===== config.mk =====
export PLATFORM = sky130hd
export DESIGN_NAME = udma_hyper_evt_tracker
export DESIGN_NICKNAME = d
export VERILOG_FILES = /design/src/rtl/udma_hyper_evt_tracker.sv
export SDC_FILE = /design/constraint.sdc
export NUM_CORES = 1
export LEC_CHECK = 0
export ABC_AREA = 1
export BUFFER_PORTS_ARGS = -buffer_cell sky130_fd_sc_hd__buf_4
export CAP_MARGIN = 20
export CORE_MARGIN = 3
export CORE_UTILIZATION = 40
export DETAILED_ROUTE_END_ITERATION = 7
export PLACE_DENSITY_LB_ADDON = 0.2
export SLEW_MARGIN = 20
export SYNTH_ARGS = -nofsm -noshare
export SYNTH_HDL_FRONTEND = slang
export SYNTH_SLANG_ARGS = --single-unit
export TNS_END_PERCENT = 100

===== constraint.sdc =====
create_clock -name sys_clk_i -period 1.4 [get_ports sys_clk_i]
set_input_delay 0.28 -clock sys_clk_i [delete_from_list [all_inputs] [get_ports sys_clk_i]]
set_output_delay 0.28 -clock sys_clk_i [all_outputs]
set_load 0.1 [all_outputs]

===== src/rtl/udma_hyper_evt_tracker.sv =====
// Completion tracker for the uDMA HyperBus wrapper: classifies end-of-transfer
// pulses as read/write, logs {dir, seq} records in a FWFT FIFO, counts and interrupts.
module udma_hyper_evt_tracker #(
  parameter int unsigned FIFO_DEPTH = 4,
  parameter int unsigned CNT_WIDTH  = 8
) (
  input  logic                 sys_clk_i,
  input  logic                 rstn_i,
  input  logic                 rx_evt_i,
  input  logic                 tx_evt_i,
  input  logic                 eot_i,
  input  logic                 clr_i,
  input  logic [1:0]           irq_en_i,
  input  logic                 pop_i,
  output logic                 rec_valid_o,
  output logic                 rec_dir_o,
  output logic [3:0]           rec_seq_o,
  output logic                 overflow_o,
  output logic [CNT_WIDTH-1:0] rd_cnt_o,
  output logic [CNT_WIDTH-1:0] wr_cnt_o,
  output logic                 evt_rd_o,
  output logic                 evt_wr_o,
  output logic                 irq_o
);

  localparam int unsigned AW = $clog2(FIFO_DEPTH);

  typedef enum logic {
    DIR_WR = 1'b0,
    DIR_RD = 1'b1
  } dir_e;

  dir_e dir_q, dir_d;
  logic [3:0]                  seq_q;
  logic [AW:0]                 wr_ptr, rd_ptr;
  logic [FIFO_DEPTH-1:0]       mem_dir;
  logic [FIFO_DEPTH-1:0][3:0]  mem_seq;
  logic [AW-1:0]               wr_idx, rd_idx;
  logic                        empty, full, do_pop, do_push, drop;
  logic                        is_rd, irq_sel;

  always_comb begin
    dir_d = dir_q;
    if (rx_evt_i && !tx_evt_i)      dir_d = DIR_RD;
    else if (tx_evt_i && !rx_evt_i) dir_d = DIR_WR;
  end

  assign is_rd  = (dir_d == DIR_RD);
  assign wr_idx = wr_ptr[AW-1:0];
  assign rd_idx = rd_ptr[AW-1:0];
  assign empty  = (wr_ptr == rd_ptr);
  assign full   = (wr_ptr[AW] != rd_ptr[AW]) && (wr_idx == rd_idx);

  // A pop on a full FIFO frees the slot the same-cycle push lands in.
  assign do_pop  = pop_i & ~empty;
  assign do_push = eot_i & (~full | do_pop);
  assign drop    = eot_i & full & ~do_pop;

  always_ff @(posedge sys_clk_i or negedge rstn_i) begin
    if (!rstn_i) begin
      dir_q      <= DIR_WR;
      seq_q      <= '0;
      wr_ptr     <= '0;
      rd_ptr     <= '0;
      mem_dir    <= '0;
      mem_seq    <= '0;
      overflow_o <= 1'b0;
      rd_cnt_o   <= '0;
      wr_cnt_o   <= '0;
      evt_rd_o   <= 1'b0;
      evt_wr_o   <= 1'b0;
    end else if (clr_i) begin
      dir_q      <= DIR_WR;
      seq_q      <= '0;
      wr_ptr     <= '0;
      rd_ptr     <= '0;
      mem_dir    <= '0;
      mem_seq    <= '0;
      overflow_o <= 1'b0;
      rd_cnt_o   <= '0;
      wr_cnt_o   <= '0;
      evt_rd_o   <= 1'b0;
      evt_wr_o   <= 1'b0;
    end else begin
      dir_q    <= dir_d;
      evt_rd_o <= eot_i & is_rd;
      evt_wr_o <= eot_i & ~is_rd;
      if (eot_i) begin
        seq_q <= seq_q + 4'd1;
        if (is_rd) begin
          if (rd_cnt_o != '1) rd_cnt_o <= rd_cnt_o + {{(CNT_WIDTH-1){1'b0}}, 1'b1};
        end else begin
          if (wr_cnt_o != '1) wr_cnt_o <= wr_cnt_o + {{(CNT_WIDTH-1){1'b0}}, 1'b1};
        end
      end
      if (do_push) begin
        mem_dir[wr_idx] <= is_rd;
        mem_seq[wr_idx] <= seq_q;
        wr_ptr          <= wr_ptr + {{AW{1'b0}}, 1'b1};
      end
      if (do_pop) rd_ptr <= rd_ptr + {{AW{1'b0}}, 1'b1};
      if (drop)   overflow_o <= 1'b1;
    end
  end

  assign rec_valid_o = ~empty;
  assign rec_dir_o   = ~empty & mem_dir[rd_idx];
  assign rec_seq_o   = empty ? '0 : mem_seq[rd_idx];

  // Read records are gated by bit0, write records by bit1.
  assign irq_sel = rec_dir_o ? irq_en_i[0] : irq_en_i[1];
  assign irq_o   = (rec_valid_o & irq_sel) | overflow_o;

endmodule


==> results by stage, run 1 <==
Status:
- The flow ran to the end, but the final reports show violations.
- The checks that failed: setup timing.

Timing:
- Setup violations remaining at the end of the flow were counted as 50.
- Static timing analysis puts the maximum clock frequency at 524 MHz.
- For the final database, setup skew stands at 0.00958 ns.
- In the finished design, the share of the clock period the worst path needs comes to 1.36.
- Headroom to the max-slew limit came out at 0.590.
- The actual transition at the worst max-transition pin is 0.613 ns.
- The worst setup margin is -0.507 ns.
- The minimum clock period after layout is 1.91 ns.
- The max-slew violation count is 0.
- The worst hold margin is 0.207 ns.
- The number of endpoints with negative hold slack in the final report is 0.
- Setup repair after global routing could not meet its margin everywhere.

GRT:
- The aggregate global routing overflow is 0.
- The number of global-route vias before repair is 2672.
- Entering global routing, the biggest net connects 39 pins.
- In the global route stage, met3 resource usage came out at 0.0336.
- met2 is the most crowded layer.
- The first-pass GRT wire length is 12.7 mm.
- The met1 routing resource usage after global routing is 0.242.
- The global-route usage over all layers is 0.185.
- The initial antenna violation count is 0.
- The met2 track demand over resource is 0.314.

Pwr:
- The share of total power dissipated in sequential elements is 0.349.
- After layout, the design draws a total of 4.51 mW.
- The switching power is 1.56 mW.
- The worst ir drop on vdd is 0.000605 V.
- For this design the static power due to leakage is 2.27 nW.
- Of the total power, combinational logic draws 0.368.
- For this design the ratio of total power to cell area is 1010 nW/um^2.
- Of the total power, the share spent switching nets is 0.347.
- Of the total power, the clock network draws 0.282.
- Internal power comes to 2.94 mW.

Synthesis:
- The synthesized netlist occupies a cell area of 2950 sq um.
- The number of nets in the synthesized netlist is 410.
- The share of synthesized area in the top cell type comes to 0.424.
- After synthesis, the most frequently instantiated cells are sky130_fd_sc_hd__nand2_1, sky130_fd_sc_hd__dfrtp_1, sky130_fd_sc_hd__inv_1, sky130_fd_sc_hd__nand3_1, sky130_fd_sc_hd__o21ai_0.
- The post-synthesis register bit count is 50.
- Dividing the synthesized area by the synthesized cell count gives 7.52 sq um.
- The number of different library cells used by synthesis comes to 29.
- The number of warnings printed during yosys synthesis is 0.
- The sequential cell area fraction in the yosys report is 0.424.
- The fraction of synthesis flops using an asynchronous set or reset pin is 1.00.
- After synthesis, the cell types taking the most area are sky130_fd_sc_hd__dfrtp_1, sky130_fd_sc_hd__nand2_1, sky130_fd_sc_hd__nand3_1.
- The biggest area consumer among synthesized cells is sky130_fd_sc_hd__dfrtp_1.
- The cell count after synthesis is 393.
- The number of synthesized flops with an enable pin is 0.
- The most used flip-flop cell after synthesis is sky130_fd_sc_hd__dfrtp_1.
- The most common cell in the synthesized netlist is sky130_fd_sc_hd__nand2_1.

Drt:
- The remaining number of nets flagged by the antenna check after routing is 0.
- The first detailed-routing pass took 4 iterations.
- The final route contains 2931 vias.
- The final routed wirelength across all metal layers is 7.97 mm.
- The violation count after the first detailed-routing iteration is 165.
- The routed wirelength normalized by instance count is 13.9 microns.
- The via density per instance is 5.11.
- The DRC violation count after routing is 0.

Die:
- The chip width is 91.9 microns.
- The I/O pin count is 35.
- The effective utilization at floorplan is 0.423.
- The floorplan core area is 6980 sq um.
- The floorplan step defined a die boundary enclosing 8450 sq um.
- After floorplanning, the core was divided into 30 placement rows.
- In this run the vertical extent of the chip is 91.9 microns.

Flow run:
- The number of maximum-capacitance constraint violations is 0.

Clock tree:
- The clock tree from TritonCTS is built.
- CTS saw 50 sinks.
- The number of H-tree levels is 2.
- Counting along the longest clock path gives a buffer depth of 2.
- The tree is rooted in a sky130_fd_sc_hd__clkbuf_8.
- Clock-pin slew was measured on the worst setup and hold paths at 0.10 ns.
- The insertion delay to the later sink of the worst-skew pair is 0.31 ns.
- The number of buffers inserted during clock tree synthesis is 5.

Place:
- Input and output buffers added on the ports amount to 34.
- Detailed placement finished with a half-perimeter wire length of 5.05 mm.
- At the end of routability-driven placement, the weighted congestion stood at 0.817.
- Once placement completed, the tool counted placed cells totaling 551.

Final layout:
- The layout overhead on the synthesized area is 51.6%.
- The final standard cell utilization of the core is 0.641.
- The final cell count without fillers is 574.
- The total number of nets in the final design is 494.
- The diode insertion count for antenna repair is 0.
- Of the cells placed in the final design, the portion with a size suffix greater than 1 is 0.431.
- The number of filler cells placed in the layout is 587.

Hold path:
- The path class of the tightest hold or removal check is input port to register.

Critical path:
- For the worst setup path, the data arrival time is 1.63 ns.
- The data required time of the critical path is 1.12 ns.
- The critical-path maximum fanout is 8.
- STA classifies the critical path startpoint as a register.
- The start-to-end type of the worst setup path is register to primary output.
- The capturing element type of the critical path is a primary output.
==> worst max-delay path, cell delays in order, from the launching register on <==
cell and delay, ns:
sky130_fd_sc_hd__dfrtp_1 0.44, sky130_fd_sc_hd__buf_6 0.15, sky130_fd_sc_hd__nand2_4 0.05, sky130_fd_sc_hd__nand2_4 0.06
sky130_fd_sc_hd__nor2_8 0.14, sky130_fd_sc_hd__nand2_8 0.11, sky130_fd_sc_hd__nand3_4 0.10, sky130_fd_sc_hd__clkinvlp_4 0.09
sky130_fd_sc_hd__buf_12 0.17
==> path summary, 6_finish.rpt <==
path,depth (start not counted),slack [ns],to,from
setup / recovery,8,-0.51,rec_dir_o,rd_ptr[0]
hold / removal,2,0.21,rd_ptr[1],clr_i
setup reg to reg,10,-0.22,mem_seq[11],rd_ptr[0]
hold reg to reg,2,0.48,mem_seq[7],mem_seq[7]
max in group asynchronous,3,0.57,wr_cnt_o[0],rstn_i
min in group asynchronous,2,0.36,rd_ptr[1],rstn_i
==> power by group through the flow <==
| stage | logic [mW] | registers (mW) | clock network (mW) |
|---|---|---|---|
| 2_1_floorplan | 0.667 | 1.77 | 0 |
| 5_1_grt | 1.76 | 1.58 | 1.36 |
| 3_3_place_gp | 1.18 | 1.59 | 0 |
| 3_5_place_dp | 1.19 | 1.59 | 0 |
| 6_report | 1.66 | 1.57 | 1.27 |
| 4_1_cts | 1.39 | 1.57 | 1.29 |
==> cell families after synthesis <==
kind of cell | count (synthesis) | share of synthesized area
AND/OR/NAND/NOR | 232 | 0.371
buffers and inverters | 60 | 0.0911
flip-flops | 50 | 0.424
AO/OA/AOI/OAI | 41 | 0.0745
adder cells (fa/ha/maj) | 8 | 0.0339
XOR/XNOR | 2 | 0.00593
==> cell usage in the layout, fill, tap and decap left out, drive strengths merged <==
| master | Yosys | layout |
|---|---|---|
| nand4 | 19 | 19 |
| bufinv | 0 | 2 |
| o21bai | 3 | 3 |
| clkinvlp | 0 | 5 |
| nand2 | 136 | 138 |
| dfrtp | 50 | 50 |
| o22ai | 4 | 4 |
| dlygate4sd3 | 0 | 1 |
| nor2 | 23 | 23 |
| or2 | 7 | 7 |
| xor2 | 2 | 2 |
| nand3b | 6 | 6 |
| clkbuf | 1 | 7 |
| ha | 8 | 8 |
| a21oi | 2 | 2 |
| inv | 46 | 41 |
| buf | 13 | 86 |
| o211ai | 1 | 1 |
| nand3 | 40 | 41 |
| nor3 | 1 | 1 |
| o21ai | 31 | 31 |
==> area by class of cell <==
class / count / area (sq um) / share of cell area
clock buffers: 6 / 82.6 / 0.0184
clock inverters: 2 / 60.1 / 0.0134
inverters: 46 / 194 / 0.0433
multi-input cells: 286 / 1820 / 0.405
flip-flops and latches: 50 / 1280 / 0.287
well taps: 96 / 120 / 0.0268
repair buffers: 88 / 921 / 0.206
==> repair_timing <==
item | CTS | global route
endpoints found under the setup margin | 45 | 54
hold endpoints to repair | 12 | 0
setup buffers | 1 | 10
gates resized for setup | 49 | 82
gates cloned | 1 | 3
pin swaps | 4 | 23
hold buffers | 1 | 0
==> per-stage QoR <==
step | setup WS, ns | area, sq um | setup TNS (ns)
after floorplan | -0.447 | 3080 | -4.51
after global placement | -0.212 | 3720 | -1.64
after detailed placement | -0.249 | 3720 | -2.47
after CTS | -0.501 | 4090 | -5.76
after global routing | -0.583 | 4480 | -12.33
final | -0.507 | 4480 | -8.72
==> state kept, by name, indices dropped and copies added (netlist names) <==
register	count
rd_ptr	3
wr_cnt_o	8
wr_ptr	3
rd_cnt_o	8
overflow_o	1
seq_q	4
evt_wr_o	1
evt_rd_o	1
dir_q	1
mem_seq	16
mem_dir	4
==> per-layer routing <==
| layer | vias up | part of all wire | wire length, microns |
|---|---|---|---|
| met5 | - | 0 | 0 |
| met4 | 0 | 0.016 | 128 |
| met3 | 13 | 0.044 | 349 |
| met2 | 67 | 0.51 | 4050 |
| met1 | 1403 | 0.43 | 3430 |
| li1 | 1448 | - | - |
Power figures use the tool's default switching activity.
==> inputs of run 2 (changes only) <==
Settings changed: CORE_MARGIN 3 to 4.
Clock period 1.4 ns to 1.8 ns, I/O delays scaled along.
==> results by stage, run 2 (same netlist as run 1, synthesis figures left out) <==
Status:
- The flow ran to the end, but the final reports show violations.
- The final reports fail on setup timing.

Timing:
- The largest clock skew in the final design is 0.00640 ns.
- Across all setup checks in the final design, the least slack found is -0.147 ns.
- Setup violations remaining at the end of the flow were counted as 7.
- The number of endpoints with negative hold slack in the final report is 0.
- The worst slew margin relative to its limit is 0.561.
- Setup repair after global routing could not meet its margin everywhere.
- For the pin with the worst max-slew slack, the measured transition is 0.658 ns.
- The max-slew violation count came to 0.
- For this run, the top clock speed supported by timing is 514 MHz.
- The worst path in the final design needs a cycle of 1.95 ns, including I/O delays and setup.
- Dividing the final minimum period by the clock period gives 1.08.

Pwr:
- Summing internal, switching and leakage power gives 2.88 mW.
- The worst ir drop on vdd is 0.000576 V.
- The power per unit of standard cell area is 767 nW/um^2.
- The static leakage power is 1.96 nW.

Clock tree:
- The number of H-tree levels is 2.
- Clock tree synthesis found a total of 50 sinks.
- The number of buffers inserted during clock tree synthesis is 5.
- The clock passes through at most 2 buffers.
- Clock latency on the worst-skew pair, taken at its later pin, is 0.30 ns.
- After clock tree synthesis, the clock-pin slew on the worst setup and hold paths is 0.09 ns.
- The root buffer cell chosen for the clock tree is sky130_fd_sc_hd__clkbuf_8.
- The clock tree from TritonCTS is built.
- Buffers inserted to repair hold after CTS numbered 0.

Critical path:
- The nature of the critical path startpoint is a register.
- Walking the worst path, the cells encountered are inv_2 > nand2_2 > nand2_4 > nor2_8 > nand2_8 > nand3_4 > clkinvlp_4 > buf_12.
- The longest individual stage delay on the worst path is 0.44 ns.
- The critical-path maximum fanout is 8.
- The critical path is of the register to primary output type.
- The number of buffers and inverters on the critical path is 3.
- STA puts the critical path data required time at 1.44 ns.
- STA puts the critical path data arrival time at 1.59 ns.
- The slowest stage of the critical path belongs to the cell sky130_fd_sc_hd__dfrtp_1.
- Among cell families on the critical path, the largest total delay comes from simple AND/OR/NAND/NOR gates.
- The capturing element type of the critical path is a primary output.

Final layout:
- The diode insertion count for antenna repair is 0.
- The area growth from synthesis to layout is 27.0%.
- The library cells used most frequently in the layout, excluding fill and tap cells, are sky130_fd_sc_hd__nand2_1, sky130_fd_sc_hd__dfrtp_1, sky130_fd_sc_hd__buf_4.
- For this run, the post-layout net count is 454.
- After filler insertion, the fill cell instance count of the layout stands at 733.
- The register with the most flip-flops in the layout has 16 of them.
- After routing the design area is 3750 sq um.
- In the final layout, the share of cells above drive strength 1 is 0.290.
- The largest registers in the layout are mem_seq: 16 flops, rd_cnt_o: 8 flops, wr_cnt_o: 8 flops.
- Ranked by flip-flop count, first place goes to mem_seq.
- Leaving out fill and tap cells, the most frequent cell in the layout is sky130_fd_sc_hd__nand2_1.

GRT:
- The largest net degree at the start of global routing is 51.
- The global-route usage over all layers is 0.165.
- The number of global-route vias before repair is 2443.
- The first global-routing pass estimated 11.8 mm of wire.
- The initial antenna violation count is 0.
- Global routing finished with a remaining overflow of 0.

Die:
- The die is 93.9 microns wide.
- The floorplan core area is 7210 sq um.
- Measured along the y axis, the die boundary spans 93.9 microns.
- 35 I/O pins were placed.
- The effective utilization at floorplan is 0.409.
- The die covers 8820 sq um.
- The number of placement rows is 31.

Drt:
- Summing over every cut layer, the via total after detailed routing is 2625.
- For this run, design rule violations remaining after detail routing come to 0.
- The remaining number of nets flagged by the antenna check after routing is 0.
- The violation count after the first detailed-routing iteration is 105.
- The final routed wirelength across all metal layers is 6.89 mm.
- Dividing the detail-routed wire length by the instance count gives 12.8 microns.
- The number of detailed-route iterations in the first pass is 4.
- After detailed routing, the number of vias per cell comes to 4.89.

Hold path:
- The class of the most critical hold timing path is input port to asynchronous set/reset pin.

Place:
- Detailed placement ended at an HPWL of 4.82 mm.
- The number of input and output port buffers inserted is 34.
- The weighted congestion at the end of routability-driven global placement is 0.807.
- After detailed placement, the total cell area comes to 3390 sq um.

Flow run:
- Across the run, the number of max-cap violations was 0.
-- run 2: stage by stage --
stage | cells | util | hold WS [ns] | worst slack [ns] | setup TNS (ns)
final | 537 | 0.520 | 0.0757 | -0.147 | -0.980
after CTS | 537 | 0.516 | 0.107 | -0.146 | -0.966
after global routing | 537 | 0.520 | 0.133 | -0.229 | -1.47
after global placement | 524 | 0.470 | 0.445 | 0.0740 | 0
after floorplan | 393 | - | 0.0644 | -0.127 | -0.588
after detailed placement | 524 | 0.470 | 0.442 | 0.0362 | 0
-- run 2: cell type report --
cell class,count,area [sq um],share of cell area
multi-input combinational,283,1610,0.429
clock inverter,1,7.51,0.00200
inverter,46,191,0.0510
tap,99,124,0.0330
clock buffer,7,76.3,0.0203
sequential,50,1260,0.337
timing repair buffer,51,480,0.128
-- run 2: where the power goes --
group / internal, mW / total [mW] / switching (mW)
logic: 0.330 / 1.01 / 0.678
clock network: 0.276 / 0.658 / 0.382
registers: 1.16 / 1.21 / 0.0485
-- run 2: layer usage --
metal,track usage,up-vias,part of all wire
met5,0,-,0
met4,0.0421,0,0.012
met3,0.0256,8,0.026
met2,0.258,46,0.45
met1,0.239,1213,0.51
li1,-,1358,-
-- run 2: path summary, 6_finish.rpt --
kind / from / endpoint / slack (ns) / cells past startpoint
max reg2reg: wr_cnt_o[0] / wr_cnt_o[5] / 0.26 / 6
min in group sys_clk_i: clr_i / rd_ptr[1] / 0.28 / 2
max: rd_ptr[0] / rec_dir_o / -0.15 / 8
min: rstn_i / rd_ptr[2] / 0.08 / 1
min reg2reg: mem_seq[4] / mem_seq[4] / 0.48 / 2
max in group asynchronous: rstn_i / wr_cnt_o[1] / 1.24 / 1
-- run 2: timing repair --
| action | CTS | global route |
|---|---|---|
| buffers inserted | 5 | 0 |
| endpoints found under the setup margin | 7 | 7 |
| resized for setup | 59 | 9 |
| pin swaps | 12 | 6 |
-- run 2: worst reg2reg max path: stages, from the launching register on --
cell	delay (ns)
sky130_fd_sc_hd__dfrtp_2	0.44
sky130_fd_sc_hd__ha_1	0.23
sky130_fd_sc_hd__nand3_1	0.12
sky130_fd_sc_hd__nand3b_1	0.18
sky130_fd_sc_hd__nand3_2	0.25
sky130_fd_sc_hd__nand2_1	0.12
sky130_fd_sc_hd__o21ai_0	0.08
